===== config.mk =====
export PLATFORM = sky130hd
export DESIGN_NAME = prim_filter_ctr_multi
export DESIGN_NICKNAME = d
export VERILOG_FILES = /design/src/rtl/prim_filter_pkg.sv /design/src/rtl/prim_filter_ctr_chan.sv /design/src/rtl/prim_filter_ctr_multi.sv
export SDC_FILE = /design/constraint.sdc
export NUM_CORES = 1
export LEC_CHECK = 0
export ABC_AREA = 1
export CAP_MARGIN = 20
export CORE_MARGIN = 10
export CORE_UTILIZATION = 60
export DETAILED_ROUTE_END_ITERATION = 7
export MAX_ROUTING_LAYER = met4
export PLACE_DENSITY_LB_ADDON = 0.2
export SETUP_SLACK_MARGIN = 0.5
export SLEW_MARGIN = 20
export SYNTH_ARGS = -nofsm -noshare
export SYNTH_HDL_FRONTEND = slang
export SYNTH_SLANG_ARGS = --single-unit
export TNS_END_PERCENT = 5

===== constraint.sdc =====
create_clock -name clk_i -period 7 [get_ports clk_i]
set_input_delay 0.7 -clock clk_i [delete_from_list [all_inputs] [get_ports clk_i]]
set_output_delay 0.7 -clock clk_i [all_outputs]
set_load 0.02 [all_outputs]

===== src/rtl/prim_filter_pkg.sv =====
// Shared defaults for the multi-channel counter debouncer.
// No logic here; these constants are used only as parameter defaults.
// No flow control.
package prim_filter_pkg;

  localparam int NumChanDefault  = 8;
  localparam int CntWidthDefault = 16;

endpackage


===== src/rtl/prim_filter_ctr_chan.sv =====
// Single debounce channel: the stored value follows the input after T+1 equal samples.
// Latency: T+1 edges from input change to filter_o; rise/fall pulse in that same first cycle.
// No backpressure; free-running every cycle, independent of en_i.
module prim_filter_ctr_chan
  import prim_filter_pkg::*;
#(
  parameter int CntWidth = CntWidthDefault
) (
  input  logic                clk_i,
  input  logic                rst_i,
  input  logic [CntWidth-1:0] thresh_i,
  input  logic                en_i,
  input  logic                filter_i,
  output logic                filter_o,
  output logic                rise_o,
  output logic                fall_o
);

  localparam logic [CntWidth-1:0] CntOne = {{(CntWidth-1){1'b0}}, 1'b1};

  logic                r_filter_q;
  logic                r_stored_q;
  logic                r_rise_q;
  logic                r_fall_q;
  logic [CntWidth-1:0] r_ctr_q;
  logic [CntWidth-1:0] w_ctr_d;
  logic                w_update;

  // Stability counter: restart on any input change, clamp at T so it never wraps
  // and so a lowered threshold takes effect on the very next edge.
  always_comb begin
    w_ctr_d = r_ctr_q + CntOne;
    if (filter_i != r_filter_q) begin
      w_ctr_d = '0;
    end else if (r_ctr_q >= thresh_i) begin
      w_ctr_d = thresh_i;
    end
    w_update = (w_ctr_d == thresh_i);
  end

  // Sample history, counter, stored value and edge pulses (pulses only when enabled).
  always_ff @(posedge clk_i) begin
    if (rst_i) begin
      r_filter_q <= 1'b0;
      r_ctr_q    <= '0;
      r_stored_q <= 1'b0;
      r_rise_q   <= 1'b0;
      r_fall_q   <= 1'b0;
    end else begin
      r_filter_q <= filter_i;
      r_ctr_q    <= w_ctr_d;
      if (w_update) begin
        r_stored_q <= filter_i;
      end
      r_rise_q <= w_update & en_i & filter_i & ~r_stored_q;
      r_fall_q <= w_update & en_i & ~filter_i & r_stored_q;
    end
  end

  // A disabled channel passes the raw input straight through.
  assign filter_o = en_i ? r_stored_q : filter_i;
  assign rise_o   = r_rise_q;
  assign fall_o   = r_fall_q;

endmodule


===== src/rtl/prim_filter_ctr_multi.sv =====
// Multi-channel counter debouncer: NumChan independent filters sharing one threshold.
// Latency: T+1 edges input-to-filter_o per channel; event_o is combinational on the pulses.
// No backpressure; every channel updates every cycle.
module prim_filter_ctr_multi
  import prim_filter_pkg::*;
#(
  parameter int NumChan  = NumChanDefault,
  parameter int CntWidth = CntWidthDefault
) (
  input  logic                clk_i,
  input  logic                rst_i,
  input  logic [CntWidth-1:0] thresh_i,
  input  logic [NumChan-1:0]  en_i,
  input  logic [NumChan-1:0]  filter_i,
  output logic [NumChan-1:0]  filter_o,
  output logic [NumChan-1:0]  rise_o,
  output logic [NumChan-1:0]  fall_o,
  output logic                event_o
);

  for (genvar g = 0; g < NumChan; g++) begin : g_chan
    prim_filter_ctr_chan #(
      .CntWidth (CntWidth)
    ) u_chan (
      .clk_i    (clk_i),
      .rst_i    (rst_i),
      .thresh_i (thresh_i),
      .en_i     (en_i[g]),
      .filter_i (filter_i[g]),
      .filter_o (filter_o[g]),
      .rise_o   (rise_o[g]),
      .fall_o   (fall_o[g])
    );
  end

  assign event_o = |(rise_o | fall_o);

endmodule

==> implementation parameters <==
Parameter                              Value

Worst hold path
  Worst min-delay path class ... reg -> reg
  Worst Hold Depth ... 2

Yosys
  Most repeated cell in the gate-level netlist after synthesis ... sky130_fd_sc_hd__nand2_1
  Post-synthesis sequential element count ... 160
  EDFF count, synth ... 0
  Combined area of all synthesized cells ... 14900 um2
  Net count after synthesis ... 2589
  Synth cell types ... 36
  Top post-synthesis cells by area ... sky130_fd_sc_hd__dfxtp_1 (22%), sky130_fd_sc_hd__nand2_1 (19%), sky130_fd_sc_hd__ha_1 (11%), sky130_fd_sc_hd__nand3_1 (10%), sky130_fd_sc_hd__nor2_1 (8.6%)
  Cell count after synthesis ... approximately 2400
  Top_reg_cell synth ... sky130_fd_sc_hd__dfxtp_1
  Sequential fraction of the synthesis area ... 21.5%
  Library cell occupying the most area in the post-synthesis netlist ... sky130_fd_sc_hd__dfxtp_1
  Top cell types by occurrence after synthesis ... sky130_fd_sc_hd__nand2_1 (766), sky130_fd_sc_hd__nor2_1 (339), sky130_fd_sc_hd__nand3_1 (297), sky130_fd_sc_hd__dfxtp_1 (160), sky130_fd_sc_hd__nand4_1 (153)
  Fraction of registers with async set or reset after synthesis ... 0%
  Synthesized area divided by synthesized cell count ... 6.15 um2
  Synth warn ... 0
  Synth top area share ... 21.5%

Setup path
  Category of the most critical setup path ... in -> reg
  Arrival time of data at the critical path endpoint ... 4.79 ns
  Required time reported for the critical path endpoint ... 7.35 ns
  Kind of start point of the critical path ... primary input
  Cells on worst reg2reg path ... 16
  CP Capture Type ... flip-flop
  Largest fanout on the critical path ... 17

Clock tree
  TritonCTS clock tree ... yes
  CTS resizes ... 0
  Count of hold-fix buffers inserted at cts ... 0
  Number of buffers inserted by post-CTS setup repair ... 0
  Clock buffer depth ... 2
  Total clock sinks ... 160
  Worst skew pair latency ... 0.45 ns
  CTS buffer count ... 17
  Clock tree root buffer cell ... sky130_fd_sc_hd__clkbuf_16
  Max H-tree Level ... 4
  Clock transition at the registers of the reported paths ... 0.08 ns

STA
  Part of the cycle the worst path needs ... ~63%
  Hold slack ... 0.497 ns
  Worst clock skew ... 0.0125 ns
  Max transition margin ... approximately a fifth
  Unrepaired setup endpoints after global routing ... false
  Final period demand of the worst path ... about 4.4 ns
  Final hold violation count ... 0
  Fmax ... 0.225 GHz
  Pins Over Slew Limit ... 0
  Final setup fails ... 0
  Actual transition at the worst max-transition pin ... 1.20 ns
  Sum of negative setup slack ... 0 ns

Die
  Area of the die ... 31500 um2
  Core Footprint ... about 24000 um2
  Die height ... about 180 um
  X dimension of the die ... 177 um
  Site Rows ... 57
  Boundary Pins ... 59
  Starting utilization of the core area ... between 60% and 70%

Pwr
  Switching share of total power ... between 30% and 40%
  P per Cell Area ... around 140 nW/um2
  Cell leakage power ... between 7 and 8 nW
  Internal Dissipation ... 1.57 mW
  Combinational group share of total power ... 16.2%
  Proportion of power drawn by flip-flops and latches ... between 40% and 50%
  Net switching power of the design ... 0.721 mW
  Power share of the clock group ... 43.2%
  Worst ir drop on vdd ... 0.130 mV

Detailed routing
  Residual DRC ... 0
  Number of DRC violations after detailed-routing iteration 0 ... 1867
  Number of nets with antenna violations after routing ... 0
  Total wire length ... 48400 um
  Per-cell via count in the routed design ... 5.89
  Vias post-DR ... 16200
  Number of iterations in the first detailed-routing pass ... 8
  WL/cell ... 17.6 um

GRT
  Pin count of the biggest net entering global routing ... 65
  Antenna violations before repair ... 0
  Number of global-route vias before repair ... 14800
  Wire length of the first global-routing pass ... 76800 um
  GRT Overall Usage ... slightly above 30%
  Leftover overflow at the end of global routing ... 0

Layout
  ANT cells ... 0
  Final nets ... 2581
  Fraction of final layout cells with drive strength greater than 1 ... 5.98%
  Area Growth Syn to Fin ... 8.35%
  Fill cells ... 2294

Flow run
  Max-cap violation count ... 0

Status
  Result of the run ... finished, final reports clean

Place
  Routability-driven placement congestion ratio ... between 1 and 1.5
  HPWL Detailed ... 32900 um
  Number of buffer cells added on primary ports ... 58
## worst max-delay path, stage by stage
cell,delay [ns]
sky130_fd_sc_hd__clkdlybuf4s50_1,0.45
sky130_fd_sc_hd__buf_4,0.25
sky130_fd_sc_hd__clkinv_1,0.60
sky130_fd_sc_hd__buf_4,0.43
sky130_fd_sc_hd__ha_1,0.32
sky130_fd_sc_hd__nand2_1,0.06
sky130_fd_sc_hd__inv_1,0.04
sky130_fd_sc_hd__nand2_1,0.09
sky130_fd_sc_hd__nor2_1,0.13
sky130_fd_sc_hd__nor2_1,0.05
sky130_fd_sc_hd__nand2_1,0.06
sky130_fd_sc_hd__nand2_2,0.22
sky130_fd_sc_hd__nand2_4,0.27
sky130_fd_sc_hd__inv_2,0.18
sky130_fd_sc_hd__nand4_1,0.13
sky130_fd_sc_hd__nand2_1,0.06
sky130_fd_sc_hd__nor2_1,0.12
sky130_fd_sc_hd__nand2_1,0.06
sky130_fd_sc_hd__nor2_1,0.24
sky130_fd_sc_hd__nand3_1,0.15
sky130_fd_sc_hd__nand2_1,0.09
sky130_fd_sc_hd__nor2_1,0.05
## final timing paths
path,startpoint,end,slack [ns]
worst min register to register,g_chan[7].u_chan.r_stored_q,g_chan[7].u_chan.fall_o,0.50
worst min-delay path,g_chan[7].u_chan.r_stored_q,g_chan[7].u_chan.fall_o,0.50
worst max-delay path,thresh_i[5],g_chan[5].u_chan.r_stored_q,2.56
worst max register to register,g_chan[4].u_chan.r_ctr_q[0],g_chan[4].u_chan.rise_o,4.08
## layout by cell type (no fill, tap or decap), types with 2 or more instances in the layout
cell type	count
sky130_fd_sc_hd__nand2_1	766
sky130_fd_sc_hd__nor2_1	339
sky130_fd_sc_hd__nand2_4	10
sky130_fd_sc_hd__bufinv_16	2
sky130_fd_sc_hd__a21oi_4	2
sky130_fd_sc_hd__clkbuf_16	17
sky130_fd_sc_hd__clkdlybuf4s50_1	57
sky130_fd_sc_hd__clkinv_1	15
sky130_fd_sc_hd__and2_1	4
sky130_fd_sc_hd__dfxtp_1	160
sky130_fd_sc_hd__inv_1	134
sky130_fd_sc_hd__xor2_1	58
sky130_fd_sc_hd__nor3_2	2
sky130_fd_sc_hd__xnor2_2	8
sky130_fd_sc_hd__nand3_2	4
sky130_fd_sc_hd__a211oi_1	6
sky130_fd_sc_hd__nor2_4	8
sky130_fd_sc_hd__nand3_1	297
sky130_fd_sc_hd__nand4_1	153
sky130_fd_sc_hd__xnor2_1	21
sky130_fd_sc_hd__clkinv_4	3
sky130_fd_sc_hd__buf_4	44
sky130_fd_sc_hd__a21oi_1	56
sky130_fd_sc_hd__nor4_1	4
sky130_fd_sc_hd__ha_1	136
sky130_fd_sc_hd__inv_8	2
sky130_fd_sc_hd__nor2_2	17
sky130_fd_sc_hd__inv_2	7
sky130_fd_sc_hd__o21bai_1	13
sky130_fd_sc_hd__nor3_1	10
sky130_fd_sc_hd__nand2_2	7
sky130_fd_sc_hd__clkinvlp_4	2
sky130_fd_sc_hd__o21ai_0	17
sky130_fd_sc_hd__nand3b_1	22
sky130_fd_sc_hd__inv_6	5
sky130_fd_sc_hd__o21ai_1	11
## power groups by stage
stage / Combinational [mW] / Sequential (mW) / Clock (mW)
after floorplan: 0.229 / 0.946 / 0
after global placement: 0.350 / 0.949 / 0
after detailed placement: 0.359 / 0.950 / 0
after CTS: 0.361 / 0.928 / 0.996
after global routing: 0.405 / 0.930 / 1.03
final: 0.372 / 0.929 / 0.990
## routing by layer
| metal | wire length, um | global-route usage (%) | part of all wire, % |
|---|---|---|---|
| met3 | 4680 | 5.40 | 9.7 |
| met2 | 21200 | 47.6 | 44 |
| met1 | 19800 | 38.1 | 41 |
| met4 | 2680 | 17.0 | 5.5 |
| met5 | 0 | - | 0 |
## layout make-up
class	instances	area [um2]	area share, %
clock buffers	17	425	2.64
inverters	157	592	3.67
repair buffers	101	901	5.59
clock inverters	15	173	1.07
multi-input cells	1974	10400	64.6
well taps	324	405	2.51
flip-flops and latches	160	3200	19.9
## stage by stage
stage	util, %	setup slack, ns	area [um2]	cells	power (mW)
3_5_place_dp	63.6	2.21	15500	2716	1.31
5_1_grt	66.1	2.34	16100	2748	2.37
6_report	66.1	2.56	16100	2748	2.29
3_3_place_gp	63.6	2.29	15500	2716	1.30
2_1_floorplan	-	3.73	14900	2419	1.17
4_1_cts	66.1	2.67	16100	2748	2.29
## sequential cells by signal, indices dropped and copies added, names as in the netlist
register,flops
g_chan.u_chan.fall_o,8
g_chan.u_chan.r_ctr_q,128
g_chan.u_chan.r_filter_q,8
g_chan.u_chan.r_stored_q,8
g_chan.u_chan.rise_o,8
## logic make-up after synthesis
logic type / after synthesis / synth area share (%)
fa+ha+maj: 136 / 11.4
flops: 160 / 21.5
simple gates: 1646 / 49.1
buf+inv: 285 / 8.83
xor+xnor: 87 / 5.12
compound gates: 105 / 4.00
Note: power is estimated with default switching activity, not from simulation.
